**config.mk**
```make
export PLATFORM = sky130hd
export DESIGN_NAME = mac_array_ctrl
export DESIGN_NICKNAME = d
export VERILOG_FILES = /design/src/rtl/mac_array_ctrl.sv
export SDC_FILE = /design/constraint.sdc
export NUM_CORES = 1
export LEC_CHECK = 0
export ABC_AREA = 1
export BUFFER_PORTS_ARGS = -buffer_cell sky130_fd_sc_hd__buf_2
export CAP_MARGIN = 40
export CORE_AREA = 4 4 78 80
export CTS_BUF_LIST = sky130_fd_sc_hd__clkbuf_16
export CTS_CLUSTER_SIZE = 12
export DETAILED_ROUTE_END_ITERATION = 10
export DIE_AREA = 0 0 82 84
export PLACE_DENSITY = 0.73
export SETUP_SLACK_MARGIN = 0.2
export SYNTH_ARGS = -nofsm -noshare
export SYNTH_HDL_FRONTEND = slang
export SYNTH_SLANG_ARGS = --single-unit
```
**constraint.sdc**
```tcl
create_clock -name clk -period 1.85 [get_ports clk]
set_input_delay 0.0925 -clock clk [delete_from_list [all_inputs] [get_ports clk]]
set_output_delay 0.0925 -clock clk [all_outputs]
set_load 0.05 [all_outputs]
```
**src/rtl/mac_array_ctrl.sv**
```systemverilog
// mac_array_ctrl: tile-pass sequencer for the weight-stationary systolic array.
// One pass: stream col kernel words (kernel-load op), one settle cycle, stream
// len activation vectors (execute op), wait out the array drain, pulse done.
// Per-row instruction lanes are a shift chain so row r sees the op r cycles
// after row 0, matching the diagonal wavefront of data through the array.
//
// Handshake: start is a request sampled only while IDLE (busy=0); it is
// accepted on that edge and cfg_len is captured with it. Requests while busy
// (including the DONE cycle) are dropped. done is a single-cycle completion
// pulse; the next start may be accepted in the cycle after done.
module mac_array_ctrl #(
    parameter int row     = 8,
    parameter int col     = 8,
    parameter int len_bw  = 10,
    parameter int addr_bw = 11
) (
    input  logic                 clk,
    input  logic                 reset,
    input  logic                 start,
    input  logic [len_bw-1:0]    cfg_len,
    output logic                 busy,
    output logic                 done,
    output logic                 mem_rd,
    output logic [addr_bw-1:0]   mem_addr,
    output logic [2*row-1:0]     inst_row,
    output logic [2:0]           state_dbg
);

    typedef enum logic [2:0] {
        IDLE  = 3'd0,
        KLOAD = 3'd1,
        GAP   = 3'd2,
        EXEC  = 3'd3,
        DRAIN = 3'd4,
        DONE  = 3'd5
    } state_t;

    // Phase lengths in counter width; one extra bit keeps row+col and any
    // cfg_len representable without overflow.
    localparam logic [len_bw:0]    kload_last = (len_bw + 1)'(col);
    localparam logic [len_bw:0]    drain_last = (len_bw + 1)'(row + col);
    localparam logic [addr_bw-1:0] exec_base  = addr_bw'(col);

    state_t              state, next_state;
    logic [len_bw:0]     cnt, cnt_n, cnt_inc;
    logic [len_bw-1:0]   len_q, len_n;
    logic                rd_n;
    logic [addr_bw-1:0]  addr_n;
    logic [1:0]          issued_op;
    logic [2*row-1:0]    inst_q;

    assign cnt_inc   = cnt + 1'b1;
    assign busy      = (state != IDLE);
    assign done      = (state == DONE);
    assign inst_row  = inst_q;
    assign state_dbg = state;

    // State, phase counter, latched length and registered SRAM controls.
    always_ff @(posedge clk) begin
        if (reset) begin
            state    <= IDLE;
            cnt      <= '0;
            len_q    <= '0;
            mem_rd   <= 1'b0;
            mem_addr <= '0;
        end else begin
            state    <= next_state;
            cnt      <= cnt_n;
            len_q    <= len_n;
            mem_rd   <= rd_n;
            mem_addr <= addr_n;
        end
    end

    // Next-state, phase counting, and next SRAM read request/address.
    always_comb begin
        next_state = state;
        cnt_n      = cnt;
        len_n      = len_q;
        rd_n       = 1'b0;
        addr_n     = '0;
        case (state)
            IDLE: begin
                if (start) begin
                    next_state = KLOAD;
                    cnt_n      = '0;
                    len_n      = cfg_len;
                end
            end
            KLOAD: begin
                if (cnt_inc == kload_last) begin
                    next_state = GAP;
                    cnt_n      = '0;
                end else begin
                    cnt_n = cnt_inc;
                end
            end
            GAP: begin
                next_state = (len_q == '0) ? DRAIN : EXEC;
                cnt_n      = '0;
            end
            EXEC: begin
                if (cnt_inc == {1'b0, len_q}) begin
                    next_state = DRAIN;
                    cnt_n      = '0;
                end else begin
                    cnt_n = cnt_inc;
                end
            end
            DRAIN: begin
                if (cnt_inc == drain_last) begin
                    next_state = DONE;
                    cnt_n      = '0;
                end else begin
                    cnt_n = cnt_inc;
                end
            end
            DONE: begin
                next_state = IDLE;
            end
            default: begin
                next_state = IDLE;
                cnt_n      = '0;
            end
        endcase

        // Reads run continuously through a phase; the first read of a phase
        // loads its base address, later reads step by one (wrapping silently).
        rd_n = (next_state == KLOAD) || (next_state == EXEC);
        if (rd_n) begin
            if (next_state == state)
                addr_n = mem_addr + 1'b1;
            else if (next_state == KLOAD)
                addr_n = '0;
            else
                addr_n = exec_base;
        end
    end

    // Op issued this cycle, decoded from the current phase.
    always_comb begin
        issued_op = 2'b00;
        if (state == KLOAD)
            issued_op = 2'b01;
        else if (state == EXEC)
            issued_op = 2'b11;
    end

    // Lane 0 delays the op one cycle to line up with SRAM read data; each
    // further lane adds one more cycle of skew.
    always_ff @(posedge clk) begin
        if (reset) begin
            inst_q <= '0;
        end else begin
            inst_q[1:0] <= issued_op;
            for (int r = 1; r < row; r++) begin
                inst_q[2*r +: 2] <= inst_q[2*(r-1) +: 2];
            end
        end
    end

endmodule
```
### After elaboration in Yosys (flattened, before gate mapping)

Cells that the tools add are included.

* flip-flop bits (word level): 52
* input bits: 13
* output and inout bits: 33
* word-level logic and storage cells: 46

* add/sub/neg operators: 2
* eq/ne operators: 12
* mux-type cells: 15
* bitwise logic cells: 2
* reduce and logical (&&, ||, !) cells: 8

Operator list (number)
* $mux W11: 5
* $pmux W11 S5: 1
* $add A11 B1 Y11 const B: 2
* $mux W3: 5
* $pmux W3 S5: 1
* $eq A11 B10 Y1: 1
* $eq A11 B4 Y1 const B: 1
* $eq A11 B5 Y1 const B: 1
* $logic_not A10 Y1: 1
* $eq A3 B2 Y1 const B: 3
* $eq A3 B1 Y1 const B: 2
* $eq A3 B3 Y1 const B: 2
* $mux W4: 1
* $reduce_and A2 Y1: 2
* $reduce_or A2 Y1: 2
* $eq A3 B3 Y1: 1
* $logic_not A3 Y1: 1
* $reduce_bool A3 Y1: 1
* $mux W2: 1
* $ne A2 B2 Y1 const B: 1
* $not A1 Y1: 2
* $logic_or A1 B1 Y1: 1
* $mux W1: 1

### Logic depth before layout (Yosys ltp)

Gate-level depths: netlist of run 1.

* depth after elaboration: 8
* mapped depth: 18
* mapped depth without buffers: 18

### Worst setup path after synthesis of run 1

No wires, ideal clock.

* path kind: register to register
* start: register state[0], in the netlist state_dbg[0]
* end: register cnt[0]
* setup time: 114 ps
* arrival: 1922 ps
* slack: -186 ps
* stages on the path, launching flop included: 8
* buffers on the path: 1
* cells stage by stage: dfxtp_1 > nor2_1 > nand2_1 > o22ai_1 > clkbuf_1 > o21ai_0 > o21bai_1 > inv_1

* longest elaborated chain between the ends: 3
* elaborated cells on any way between the ends: 9
* classes of those cells: eq/ne (5); mux (1); bitwise (1); reduce/logical (2)

RTL lines
* start: declaration: line 44 `state_t state, next_state;`
* start signal: assignment: line 67 `state <= next_state;`
* $logic_not A3 Y1 / $eq A3 B3 Y1 (equally long branches): line 82 `case (state)`
* $ne A2 B2 Y1 (no line) / $not A1 Y1 (equally long branches)
* $reduce_and A2 Y1 (no line)
* end signal: assignment: line 68 `cnt <= cnt_n;`
* end: declaration: line 45 `logic [len_bw:0] cnt, cnt_n, cnt_inc;`

Several ways; a longest one is shown, not always the timed one.
A chain may end at the register's enable or synchronous reset.

### Worst setup path in the final report of run 1

* start: register cnt[6]
* end: register mem_addr[3]

* longest elaborated chain between the ends: 8
* elaborated cells on any way between the ends: 16
* classes of those cells: add/sub (1); eq/ne (6); mux (6); bitwise (1); reduce/logical (2)

RTL lines
* $add A11 B1 Y11 (*): line 52 `assign cnt_inc = cnt + 1'b1;`
* $eq A11 B5 Y1, or another cell as far along: line 111 `if (cnt_inc == drain_last) begin`
* $mux W3, on equally long branches: line 111, 103, 91
* $pmux W3 S5 (*): line 82
* $eq A3 B1 Y1 / $eq A3 B2 Y1 (equally long branches): line 129, 133
* $logic_or A1 B1 Y1: line 129 `rd_n = (next_state == KLOAD) || (next_state == EXEC);`
* $not A1 Y1 (no line)
* $reduce_or A2 Y1 (no line)
* end signal: assignment: line 71 `mem_addr <= addr_n;`
* end: declaration: line 24 `output logic [addr_bw-1:0] mem_addr,`

Every way passes the cells marked *; elsewhere a longest branch is shown, timed or not.

==> results of run 1 <==
==> worst paths after layout <==
| path | start | end | depth (start not counted) |
|---|---|---|---|
| worst min-delay path | cfg_len[8] | len_q[8]$_SDFFE_PP0P_ | 3 |
| worst max register to register | cnt[6]$_SDFFE_PP0P_ | mem_addr[3]$_SDFF_PP0_ | 16 |
| worst max-delay path | cnt[6]$_SDFFE_PP0P_ | mem_addr[3]$_SDFF_PP0_ | 16 |
| worst min register to register | inst_row[11]$_SDFF_PP0_ | inst_row[13]$_SDFF_PP0_ | 2 |
==> synthesized netlist by cell type <==
master / instances / area [um2]
o211ai_2: 1 / 12.5
buf_4: 1 / 7.51
o21ai_0: 19 / 95.1
o21bai_1: 2 / 15.0
xor2_1: 3 / 26.3
buf_6: 1 / 11.3
nand2_1: 85 / 319
nor2_4: 4 / 45.0
nand3_2: 3 / 30.0
nor3b_2: 1 / 12.5
or2_2: 1 / 6.26
ha_1: 2 / 25.0
nand2_2: 12 / 75.1
buf_1: 1 / 3.75
nor2_2: 3 / 18.8
or3_1: 1 / 6.26
inv_2: 3 / 11.3
dfxtp_1: 52 / 1040
nand3_1: 31 / 155
nand2_4: 4 / 45.0
nor4_1: 3 / 18.8
o211ai_1: 1 / 7.51
o22ai_1: 1 / 6.26
nor3_1: 4 / 20.0
a21oi_2: 1 / 8.76
xnor2_1: 2 / 17.5
clkbuf_1: 6 / 22.5
nor2_1: 46 / 173
a22o_1: 1 / 8.76
nand4_1: 4 / 25.0
inv_1: 60 / 225
a21oi_1: 22 / 110
nand4_2: 1 / 12.5
==> final cells by class <==
cell class,count,area (um2)
tap,72,90.1
timing repair buffer,81,507
clock buffer,5,125
inverter,63,236
clock inverter,3,26.3
fill,464,1870
sequential,52,1060
multi-input combinational,259,1490
==> sequential cells by signal, indices dropped and copies added, names as in the netlist <==
| register | cells |
|---|---|
| mem_rd | 1 |
| mem_addr | 11 |
| cnt | 11 |
| inst_row | 16 |
| state_dbg | 3 |
| len_q | 10 |
==> metal layers <==
metal	vias to the layer above	GRT usage [%]	wire, um
met1	1217	25.7	2960
li1	1364	-	-
met4	0	4.98	113
met5	-	0	0
met2	72	32.5	3490
met3	11	4.54	357
==> worst max-delay path, cell delays in order, from the launching register on <==
cell and delay (ps):
dfxtp_1 430, nand2_1 120, nor2_1 250, nand3_1 120, nand2_1 110, nand2_2 100
nor2_4 140, nand2_2 70, nand2_4 70, nand2_4 50, nor2_4 160, nand2_4 100
nand2_2 70, nand2_2 50, nand2_1 60, nand2_1 50, a21oi_2 110
==> power by group through the flow <==
| stage | Combinational [mW] | Clock (mW) | Sequential (mW) |
|---|---|---|---|
| finish | 0.314 | 0.962 | 1.18 |
| global route | 0.344 | 1.03 | 1.18 |
| CTS | 0.288 | 0.965 | 1.18 |
| detailed placement | 0.278 | 0 | 1.20 |
| global placement | 0.275 | 0 | 1.20 |
| floorplan | 0.160 | 0 | 1.23 |
==> timing repair <==
item,in CTS,in global routing
gates resized for setup,12,36
endpoints found under the setup margin,25,25
endpoints found under the hold margin,0,0
buffers inserted,1,5
pin swaps,7,15
gates cloned,0,1
==> stage by stage <==
stage / power, mW / setup WS, ps
finish: 2.46 / -273
global route: 2.55 / -387
CTS: 2.43 / -153
detailed placement: 1.48 / -190
global placement: 1.48 / -157
floorplan: 1.39 / 53.7
==> kinds of logic after synthesis <==
group,share of synthesized area [%]
and+or+nand+nor,36.8
xor gates and xnor gates,1.67
buffers and inverters,10.8
AOI/OAI and AO/OA,10.1
DFF,39.8
adders and majority gates,0.956
==> cells in the final DEF, fill, tap and decap left out, types with 3 or more instances in the layout <==
| master | instances |
|---|---|
| inv_1 | 59 |
| nor3_1 | 3 |
| nand2_2 | 20 |
| dfxtp_2 | 7 |
| xor2_1 | 3 |
| nor2_1 | 38 |
| nand2_4 | 7 |
| nand3_4 | 3 |
| buf_2 | 45 |
| buf_4 | 33 |
| dfxtp_4 | 3 |
| nand3_2 | 6 |
| nor2_4 | 8 |
| buf_6 | 3 |
| inv_2 | 4 |
| clkbuf_16 | 5 |
| dfxtp_1 | 42 |
| o21ai_0 | 16 |
| nor2_2 | 7 |
| nand2_1 | 74 |
| nand4_1 | 4 |
| nand3_1 | 26 |
| a21oi_1 | 21 |
==> run metrics, run 1 <==
status=finished with violations; failing checks=negative setup slack; Post-Syn Area=2620 um2; Die Area=6890 um2; row cnt=27; final instance area=around 3500 um2; Max-slew headroom=between 50% and 60%; placed cell count=520; Slew Viols, Final=0; initial antenna violation count=0; Seq pwr share=48.0%; Worst Setup Start Kind=flop; final core utilization=65.3%; final wirelength=6920 um; clk slew on worst S/H paths=about 70 ps; Max IR drop VDD=0.726 mV; Starting Density=48.4%; Die Span Y=84 um; Yosys warnings=0; DR vias=2,664; PwrDens=695 nW/um2; CP Capture Type=flop; CTS tree=built; first-pass GRT wire length=10,800 um; Port Buf Inserts=45; GRT Residual Overflow=0; sw power=682 uW; routability congestion estimate from global placement=0.998; RSZ-0062 raised after global routing=yes; Post-DP Area=3140 um2; post-synthesis area per instance=6.85 um2; clk sinks=52; largest net degree at the start of global routing=27; # DRC=0; Final min period=2120 ps; # hold bufs at CTS=0; post-route clock skew=4.66 ps; Yosys reg bits=52; Tcrit/Tclk final=115%; Critical Path RT=2090 ps; cts bufs inserted=5; Final Hold Slack=~73 ps; Hold Vio Cnt, Final=0; # Max-Cap Violations=0; Bufs on Longest Clock Path=2; Root Buffer=clkbuf_16; Max Fanout on Critical Path=5; vias in the first global route=~2,300; share of cells above drive strength 1=between 30% and 40%; DP HPWL=between 4000 and 5000 um; kind of critical path=flop to flop; setup violators final=25; initial DRC count=188; Int Pwr=1.77 mW; nets=477; Net Count, Synth=approximately 400; DRT antenna net count=0; clk_lat worst skew=300 ps; Setup TNS Final=-4700 ps; clock power share=39.2%; final worst slack=-273 ps; reg2reg setup slack=-270 ps; Logic pwr share=12.8%; post-synth cell types=33; worst path arrival time=2360 ps; die width=~82 um; Synth Instances=382; core box area=5410 um2; total track usage=19.8%; register area share after synthesis=39.8%; worst slew pin tran=around 640 ps; # diodes=0; drt wl/cell=12.9 um; Switching Fraction=between 20 and 30%; Ports=between 40 and 50; DRT Pass-1 Iters=4; Non-Filler Instances=535; Peak Freq=about 470 MHz; Area Growth Syn to Fin=34.9%; cell leakage power=1.61 nW; hold crit path type=primary input to flop; htree depth=2; Via density=4.98
Power figures use the tool's default switching activity.
==> run 2: changes to the inputs <==
BUFFER_PORTS_ARGS = -buffer_cell sky130_fd_sc_hd__buf_4   (was -buffer_cell sky130_fd_sc_hd__buf_2)
CAP_MARGIN = 20   (was 40)
CORE_AREA = 4 4 92 94   (was 4 4 78 80)
DIE_AREA = 0 0 96 98   (was 0 0 82 84)
PLACE_DENSITY = default   (was 0.73)
==> run 2 against run 1 <==
Against the previous run:
- the flow still finishes with violations (negative setup slack)
- core utilization decreased by 15 points
- sequential cell count stayed put
- sequential power hardly changed
- critical endpoint is now cnt[9]$_SDFFE_PP0P_
- largest cell class unchanged
- largest power group unchanged
- highest routed layer unchanged
==> run metrics, run 2 (synthesis gave the netlist of run 1 again) <==
vias in the first global route=2,392 (was 2,336); Die Span Y=98 um (was 84 um); htree depth=2 (unchanged); drt wl/cell=12.2 um (was 12.9 um); CP Launch Point=cnt[0]$_SDFFE_PP0P_ (was cnt[6]$_SDFFE_PP0P_); hold crit path type=primary input to flop (unchanged); DRT antenna net count=0 (unchanged); Ports=46 (unchanged); status=finished with violations (unchanged); GRT Residual Overflow=0 (unchanged); # Max-Cap Violations=0 (unchanged); row cnt=32 (was 27); Final min period=2060 ps (was 2120 ps); PwrDens=643 nW/um2 (was 695 nW/um2); nets=488 (was 477); Max-slew headroom=57.6% (was 57.2%); largest net degree at the start of global routing=28 (was 27); cell leakage power=1.68 nW (was 1.61 nW); core box area=7650 um2 (was 5410 um2); final worst slack=-209 ps (was -273 ps); Port Buf Inserts=45 (unchanged); DR vias=2,687 (was 2,664); DRT Pass-1 Iters=6 (was 4); Slew Viols, Final=0 (unchanged); Tcrit/Tclk final=111% (was 115%); Worst Setup Start Kind=flop (unchanged); post-route clock skew=6.34 ps (was 4.66 ps); Hold Vio Cnt, Final=0 (unchanged); placed cell count=548 (was 520); routability congestion estimate from global placement=0.897 (was 0.998); Root Buffer=clkbuf_16 (unchanged); worst slew pin tran=636 ps (was 641 ps); Starting Density=34.2% (was 48.4%); clk slew on worst S/H paths=70 ps (about the same); RSZ-0062 raised after global routing=yes (unchanged); # diodes=0 (unchanged); first-pass GRT wire length=10,900 um (was 10,800 um); DP HPWL=4860 um (was 4720 um); CP Capture Type=flop (unchanged); Non-Filler Instances=576 (was 535); Bufs on Longest Clock Path=2 (unchanged); most common cell after layout, fill and taps aside=buf_4 (was nand2_1); final instance area=3840 um2 (was 3530 um2); CTS tree=built (unchanged); Setup TNS Final=-3760 ps (was -4700 ps); initial DRC count=116 (was 188); Area Growth Syn to Fin=46.8% (was 34.9%); Critical Path RT=2040 ps (was 2090 ps); Post-DP Area=3270 um2 (was 3140 um2); clk sinks=52 (unchanged); # hold bufs at CTS=0 (unchanged); clk_lat worst skew=290 ps (was 300 ps); kind of critical path=flop to flop (unchanged); cts bufs inserted=5 (unchanged); final wirelength=7040 um (was 6920 um); Max Fanout on Critical Path=5 (unchanged); commonest non-fill, non-tap cells in the layout=buf_4 (85), nand2_1 (65), inv_1 (59) (was nand2_1 (74), inv_1 (59), buf_2 (45)); Peak Freq=486 MHz (was 471 MHz); worst path arrival time=2250 ps (was 2360 ps); final core utilization=50.3% (was 65.3%); die width=96 um (was 82 um); setup violators final=23 (was 25); origin of the critical flop-to-flop path=cnt[0]$_SDFFE_PP0P_ (was cnt[6]$_SDFFE_PP0P_); min-delay src=cfg_len[9] (was cfg_len[8]); Via density=4.66 (was 4.98); share of cells above drive strength 1=40.5% (was 35.6%); # DRC=0 (unchanged); Die Area=9410 um2 (was 6890 um2); max reg flops=16 (unchanged); failing checks=negative setup slack (unchanged); total track usage=14.4% (was 19.8%); initial antenna violation count=0 (unchanged); Max IR drop VDD=0.415 mV (was 0.726 mV)
==> run 2: cell count changes in the layout (fill, tap and decap cells not counted), moves of 5 or more <==
cell,change
buf_2,-45
nand2_1,-9
a21oi_1,-5
buf_4,+52
a21oi_2,+5
nand2_2,+7
==> run 2: repair_timing <==
action,4_1_cts,5_1_grt
cloned,1,1
endpoints found under the setup margin,25,25
hold endpoints to repair,0,0
gates resized for setup,10,59
buffers inserted,2,16
pin swaps,7,40
==> run 2: worst paths after layout <==
path | end | slack [ps] | cells past startpoint
max reg2reg | cnt[9]$_SDFFE_PP0P_ | -210 | 15
max | cnt[9]$_SDFFE_PP0P_ | -210 | 15
min reg2reg | inst_row[4]$_SDFF_PP0_ | 420 | 2
min | len_q[9]$_SDFFE_PP0P_ | 70 | 3
==> run 2: metal layers <==
layer,routed length (um),GRT usage (%)
met4,142,6.24
met5,0,0
met2,3410,22.2
met1,3150,19.5
met3,344,2.47
==> run 2: per-stage QoR <==
stage	total power [mW]	setup slack (ps)	hold slack [ps]
after global routing	2.57	-355	76.7
final	2.47	-209	73.6
after CTS	2.46	-163	70.9
after detailed placement	1.49	-198	378
after floorplan	1.39	53.7	286
after global placement	1.49	-163	369
==> run 2: power breakdown <==
part	switching [mW]	internal, mW	total [mW]
clock	0.440	0.512	0.952
combinational	0.205	0.136	0.341
sequential	0.0287	1.15	1.18
total	0.674	1.80	2.47
==> run 2: layout make-up <==
type | instances | area [um2]
Multi-Input combinational cell | 260 | 1560
Sequential cell | 52 | 1060
Inverter | 63 | 236
Tap cell | 102 | 128
Clock buffer | 5 | 125
Clock inverter | 3 | 25.0
Fill cell | 732 | 3800
Timing Repair Buffer | 91 | 714
==> run 2: critical path, stage by stage (launching register included) <==
cell and delay [ps]:
dfxtp_4 370, ha_4 170, nand4_1 180, nand2_2 140
buf_4 120, nand2_1 50, nand2_2 60, nand3_2 80
nor2_2 100, nand3_2 130, nand2_4 140, nand2_1 90
nor2_2 140, o21ai_1 80, nand2_1 60, inv_1 40
